===== src/rtl/instr_fetch.sv =====
// Instruction fetch unit: single-outstanding request front end feeding a
// two-entry {word, pc} buffer whose head is presented to the decoder.
module instr_fetch #(
   parameter logic [31:0] RESET_PC = 32'h8000_0000,
   parameter logic [31:0] NOP      = 32'h0000_0013
) (
   input  logic        clk,
   input  logic        rst_n,
   output logic        imem_req,
   output logic [31:0] imem_addr,
   input  logic        imem_gnt,
   input  logic        imem_rvalid,
   input  logic [31:0] imem_rdata,
   input  logic        redirect,
   input  logic [31:0] redirect_pc,
   input  logic        stall,
   output logic [31:0] instr,
   output logic [31:0] instr_pc,
   output logic        instr_valid
);

   typedef enum logic [1:0] {
      ST_IDLE = 2'd0,
      ST_REQ  = 2'd1,
      ST_WAIT = 2'd2
   } state_t;

   state_t      state_r;
   logic        req_r;
   logic [31:0] pc_r;
   logic [31:0] out_pc_r;
   logic        drop_r;

   logic [31:0] fifo_word_r [2];
   logic [31:0] fifo_pc_r   [2];
   logic        rd_ptr_r;
   logic        wr_ptr_r;
   logic [1:0]  count_r;
   logic [31:0] last_pc_r;

   logic [31:0] redirect_addr_s;
   logic [31:0] pc_next_s;
   logic [31:0] head_word_s;
   logic [31:0] head_pc_s;
   logic [1:0]  count_next_s;
   logic        valid_s;
   logic        accept_s;
   logic        resp_s;
   logic        push_s;
   logic        pop_s;
   logic        room_s;

   // Handshake decode, buffer occupancy forecast and next fetch address
   always_comb begin
      redirect_addr_s = redirect_pc & 32'hFFFF_FFFC;
      valid_s         = (count_r != 2'd0);
      accept_s        = (state_r == ST_REQ) && imem_gnt;
      resp_s          = (state_r == ST_WAIT) && imem_rvalid;
      push_s          = resp_s && !drop_r && !redirect;
      pop_s           = valid_s && !stall;
      if (push_s && !pop_s) begin
         count_next_s = count_r + 2'd1;
      end else if (pop_s && !push_s) begin
         count_next_s = count_r - 2'd1;
      end else begin
         count_next_s = count_r;
      end
      // A redirect empties the buffer, so there is always room afterwards
      if (redirect) begin
         room_s = 1'b1;
      end else begin
         room_s = (count_next_s != 2'd2);
      end
      if (redirect) begin
         pc_next_s = redirect_addr_s;
      end else if (accept_s) begin
         pc_next_s = pc_r + 32'd4;
      end else begin
         pc_next_s = pc_r;
      end
   end

   // Fetch state machine with registered request, address and drop flag
   always_ff @(posedge clk or negedge rst_n) begin
      if (!rst_n) begin
         state_r  <= ST_IDLE;
         req_r    <= 1'b0;
         pc_r     <= RESET_PC & 32'hFFFF_FFFC;
         out_pc_r <= 32'h0000_0000;
         drop_r   <= 1'b0;
      end else begin
         pc_r <= pc_next_s;
         case (state_r)
            ST_IDLE: begin
               drop_r <= 1'b0;
               if (room_s) begin
                  state_r <= ST_REQ;
                  req_r   <= 1'b1;
               end else begin
                  state_r <= ST_IDLE;
                  req_r   <= 1'b0;
               end
            end
            ST_REQ: begin
               if (accept_s) begin
                  state_r  <= ST_WAIT;
                  req_r    <= 1'b0;
                  drop_r   <= redirect;
                  out_pc_r <= pc_r;
               end else begin
                  state_r <= ST_REQ;
                  req_r   <= 1'b1;
                  drop_r  <= 1'b0;
               end
            end
            ST_WAIT: begin
               if (resp_s) begin
                  drop_r <= 1'b0;
                  if (room_s) begin
                     state_r <= ST_REQ;
                     req_r   <= 1'b1;
                  end else begin
                     state_r <= ST_IDLE;
                     req_r   <= 1'b0;
                  end
               end else begin
                  state_r <= ST_WAIT;
                  req_r   <= 1'b0;
                  drop_r  <= drop_r | redirect;
               end
            end
            default: begin
               state_r <= ST_IDLE;
               req_r   <= 1'b0;
               drop_r  <= 1'b0;
            end
         endcase
      end
   end

   // Two-entry instruction buffer; flush on redirect overrides push and pop
   always_ff @(posedge clk or negedge rst_n) begin
      if (!rst_n) begin
         for (int i = 0; i < 2; i++) begin
            fifo_word_r[i] <= 32'h0000_0000;
            fifo_pc_r[i]   <= 32'h0000_0000;
         end
         rd_ptr_r  <= 1'b0;
         wr_ptr_r  <= 1'b0;
         count_r   <= 2'd0;
         last_pc_r <= 32'h0000_0000;
      end else begin
         if (valid_s) begin
            last_pc_r <= head_pc_s;
         end else begin
            last_pc_r <= last_pc_r;
         end
         if (redirect) begin
            rd_ptr_r <= 1'b0;
            wr_ptr_r <= 1'b0;
            count_r  <= 2'd0;
         end else begin
            if (push_s) begin
               fifo_word_r[wr_ptr_r] <= imem_rdata;
               fifo_pc_r[wr_ptr_r]   <= out_pc_r;
               wr_ptr_r              <= ~wr_ptr_r;
            end
            if (pop_s) begin
               rd_ptr_r <= ~rd_ptr_r;
            end
            count_r <= count_next_s;
         end
      end
   end

   // Head of buffer drives the decoder; NOP and last pc when empty
   always_comb begin
      head_word_s = fifo_word_r[rd_ptr_r];
      head_pc_s   = fifo_pc_r[rd_ptr_r];
      instr_valid = valid_s;
      if (valid_s) begin
         instr    = head_word_s;
         instr_pc = head_pc_s;
      end else begin
         instr    = NOP;
         instr_pc = last_pc_r;
      end
   end

   assign imem_req  = req_r;
   assign imem_addr = pc_r;

endmodule


===== config.mk =====
export PLATFORM = sky130hd
export DESIGN_NAME = instr_fetch
export DESIGN_NICKNAME = d
export VERILOG_FILES = /design/src/rtl/instr_fetch.sv
export SDC_FILE = /design/constraint.sdc
export NUM_CORES = 1
export LEC_CHECK = 0
export ABC_AREA = 1
export BUFFER_PORTS_ARGS = -buffer_cell sky130_fd_sc_hd__buf_4
export CORE_MARGIN = 2
export CORE_UTILIZATION = 30
export CTS_CLUSTER_DIAMETER = 120
export DETAILED_ROUTE_END_ITERATION = 8
export HOLD_SLACK_MARGIN = 0.05
export SETUP_SLACK_MARGIN = 0.05
export SYNTH_ARGS = -nofsm -noshare
export SYNTH_HDL_FRONTEND = slang
export SYNTH_SLANG_ARGS = --single-unit

===== constraint.sdc =====
create_clock -name clk -period 1.7 [get_ports clk]
set_input_delay 0.34 -clock clk [delete_from_list [all_inputs] [get_ports clk]]
set_output_delay 0.34 -clock clk [all_outputs]
set_load 0.01 [all_outputs]

==> results.cfg <==
[worst_setup_path]
end_kind = output pin
critical_path_class = flop to output pin
max_stage_delay_ns = 0.40
worst-path-buf-inv = 5
cp-start-kind = flop
critPathSlowestCell = dfrtp_1
critical_path.top_delay_family = buffers and inverters
worst_path_most_repeated_cell = buf_12
worstPathRequired_ns = 1.36
path_cells = inv_2, ha_4, inv_8, buf_12, buf_12, nor2_4, a21oi_4, buf_6
cp_max_fo = 7
cp.arrival_ns = 1.85
path_depth = 8
ff2ff_path_depth = 15

[floorplan]
die_w_um = 187.1
num_rows = 67
io-pin-count = 168
start_util_pct = 30.22
die_y_um = 187.1
die-area_um2 = 35000
core_um2 = 33280

[synthesis]
synthArstFlopShare_pct = 100.0
synth_top_area_cell = dfrtp_1
synth_edf_count = 0
synth_warnings = 0
synth_ff_type = dfrtp_1
syn_avg_cell_area_um2 = 8.387
synth_area_leaders = dfrtp_1, nand2_1, o21ai_0, nor2_1, inv_1
seq_area_frac_synth_pct = 55.51
yosysTopAreaCellShare_pct = 55.24
postSynthCellCount = 1199
synth_area_um2 = 10060
ys_seq_elements = 223
yosysUniqueCellTypes = 33

[finish]
final_cells = 1898
layout-drive-gt1-share_pct = 30.41
area_growth_pct = 41.56
postLayoutCellArea_um2 = 14230
final_nets = 1508
antenna_cells = 0

[flow_run]
maxCapViolCount = 0

[sta]
rsz0062_at_grt = yes
hold_slack_ns = 0.08368
finalMaxSlewViolations = 0
setup_viol = 68
fmax_mhz = 456.1
finalHoldViolations = 0
fin_crit_ns = 2.192
finalClockSkew_ns = 0.008794
final.period_utilization_pct = 129.0
fin_ws_ns = -0.4923

[drt]
detail-route-antenna-nets = 0
first_iter_violations = 440
routedWlPerCell_um = 15.43
num_vias = 8800
via_per_inst = 4.636
drc = 0
routed_wl_mm = 29.28
dr.pass1.iters = 6

[global_routing]
grt-ovfl-total = 0
antenna_found_initial = 0
grt_pass1_wl_mm = 46.83
grt_pass1_vias = 8719
grtUsageTotal_pct = 16.42
grt_max_degree = 55

[status]
status = complete, but fails checks
violations = negative setup slack

[pwr]
cellLeakagePower_nw = 6.910
ir_drop_v = 0.001060
p_total_w = 0.02469
pwr_density_cell_nw_per_um2 = 1734

[place]
placed_cell_area_um2 = 12090
gp_congestion = 0.8651
dp_slack_ns = -0.1653
post-dp-hpwl_mm = 19.01
port_buffers = 163
place_inst = 1799

[clocking]
clk_pin_slew_ns = 0.06
clk_latency_ns = 0.53
cts.path.max_buffers = 3
htreeDepth = 1
cts-buffers-inserted = 26
root_buffer = clkbuf_16
cts_tree = built
clock-sinks = 223

[worst_hold_path]
holdCritPathClass = primary input to flop
hold-path-cell-count = 3
-- repair_timing --
action                                 in CTS  in global routing
setup endpoints to repair                 128                181
setup buffers                              12                 20
endpoints found under the hold margin      64                  0
gates resized for setup                   121                128
cloned                                      7                  0
hold buffers                               16                  0
pin swaps                                  13                 37
-- report_power, final --
| part | leakage [nW] | internal [W] | switching (W) |
|---|---|---|---|
| clock | 0.405 | 0.00311 | 0.00221 |
| combinational | 3.64 | 0.00511 | 0.00592 |
| sequential | 2.87 | 0.00718 | 0.00116 |
-- worst min-delay path, delay by kind of cell --
family | cells | cell delay, ns
AOI/OAI and AO/OA | 1 | 0.12
buffers and inverters | 2 | 0.11
-- stage by stage --
stage | utilization [%] | setup TNS [ns]
2_1_floorplan | - | -0.2177
3_3_place_gp | 36.32 | -1.090
3_5_place_dp | 36.32 | -1.720
4_1_cts | 41.21 | -28.18
5_1_grt | 42.77 | -33.43
6_report | 42.77 | -27.95
-- placed cells by master, fill, tap and decap left out, types with 5 or more instances in the layout --
master         synthesis  layout
nand2_1              299     281
dfrtp_1              222     216
buf_4                  4     201
o21ai_0              194     144
inv_1                117     110
nor2_1               123     103
o21ai_1               10      41
a21oi_1               68      38
a21oi_2                0      29
clkbuf_16              0      27
buf_12                 0      21
xor2_1                19      19
o21ai_2                0      19
buf_6                 12      19
nor2_2                 6      17
dlygate4sd3_1          0      16
nand2_2                2      14
nand3_2                3      14
nor2_4                 2      11
nand3_1               27       9
inv_2                  6       9
nand4_1                7       7
nand3_4                0       7
clkbuf_1              40       7
clkinv_2               0       6
buf_16                 0       6
dfrtp_2                0       6
nand2_4                0       5
clkbuf_8               0       5
-- final timing paths --
kind	startpoint	to	slack, ns
worst max-delay path	count_r[0]$_DFF_PN0_	instr_pc[7]	-0.49
worst min-delay path	imem_rdata[21]	fifo_word_r[53]$_DFFE_PN0P_	0.08
worst max register to register	count_r[0]$_DFF_PN0_	state_r[0]$_DFF_PN0_	-0.22
worst min register to register	last_pc_r[0]$_DFF_PN0_	last_pc_r[0]$_DFF_PN0_	0.48
max in group asynchronous	rst_n	imem_addr[31]$_DFFE_PN1N_	0.75
min in group asynchronous	rst_n	fifo_word_r[45]$_DFFE_PN0P_	0.29
-- routing by layer --
metal,GRT usage (%),routed length [um]
met5,0,0
met4,3.724,548
met3,2.608,1664
met2,25.94,13200
met1,23.71,13870
-- cell families (layout without fill, tap and decap cells) --
kind of cell / Yosys count / after routing / synth area share (%)
AND/OR/NAND/NOR: 480 / 480 / 19.57
AO/OA/AOI/OAI: 282 / 282 / 14.32
flip-flops: 223 / 223 / 55.51
buffers and inverters: 187 / 437 / 8.075
XOR/XNOR: 20 / 20 / 1.742
adder cells (fa/ha/maj): 6 / 6 / 0.7465
other: 1 / 2 / 0.03729
-- state kept, by name, indices dropped and copies added (netlist names) --
name and cells:
out_pc_r 30, wr_ptr_r 1, state_r 2, last_pc_r 32, fifo_pc_r 60, rd_ptr_r 1, drop_r 1, fifo_word_r 64
imem_addr 30, count_r 2
-- synthesized netlist by cell type (4+ instances only) --
master and instances:
inv_1 117, nand4_1 7, ha_1 6, buf_4 4, o21bai_1 4, buf_2 4
nand2_1 299, inv_2 6, clkbuf_1 40, nor2_1 123, o21ai_1 10, nand3_1 27
o21ai_0 194, nor2_2 6, buf_6 12, dfrtp_1 222, a21oi_1 68, xor2_1 19
-- layout make-up --
cell class	count	area, um^2
fillers	3273	19050
well taps	448	560.5
clock inverters	7	38.79
multi-input cells	790	4244
repair buffers	267	2546
flip-flops and latches	223	5589
inverters	124	485.5
clock buffers	39	770.7
No activity file was read; power rests on OpenSTA's default activity.
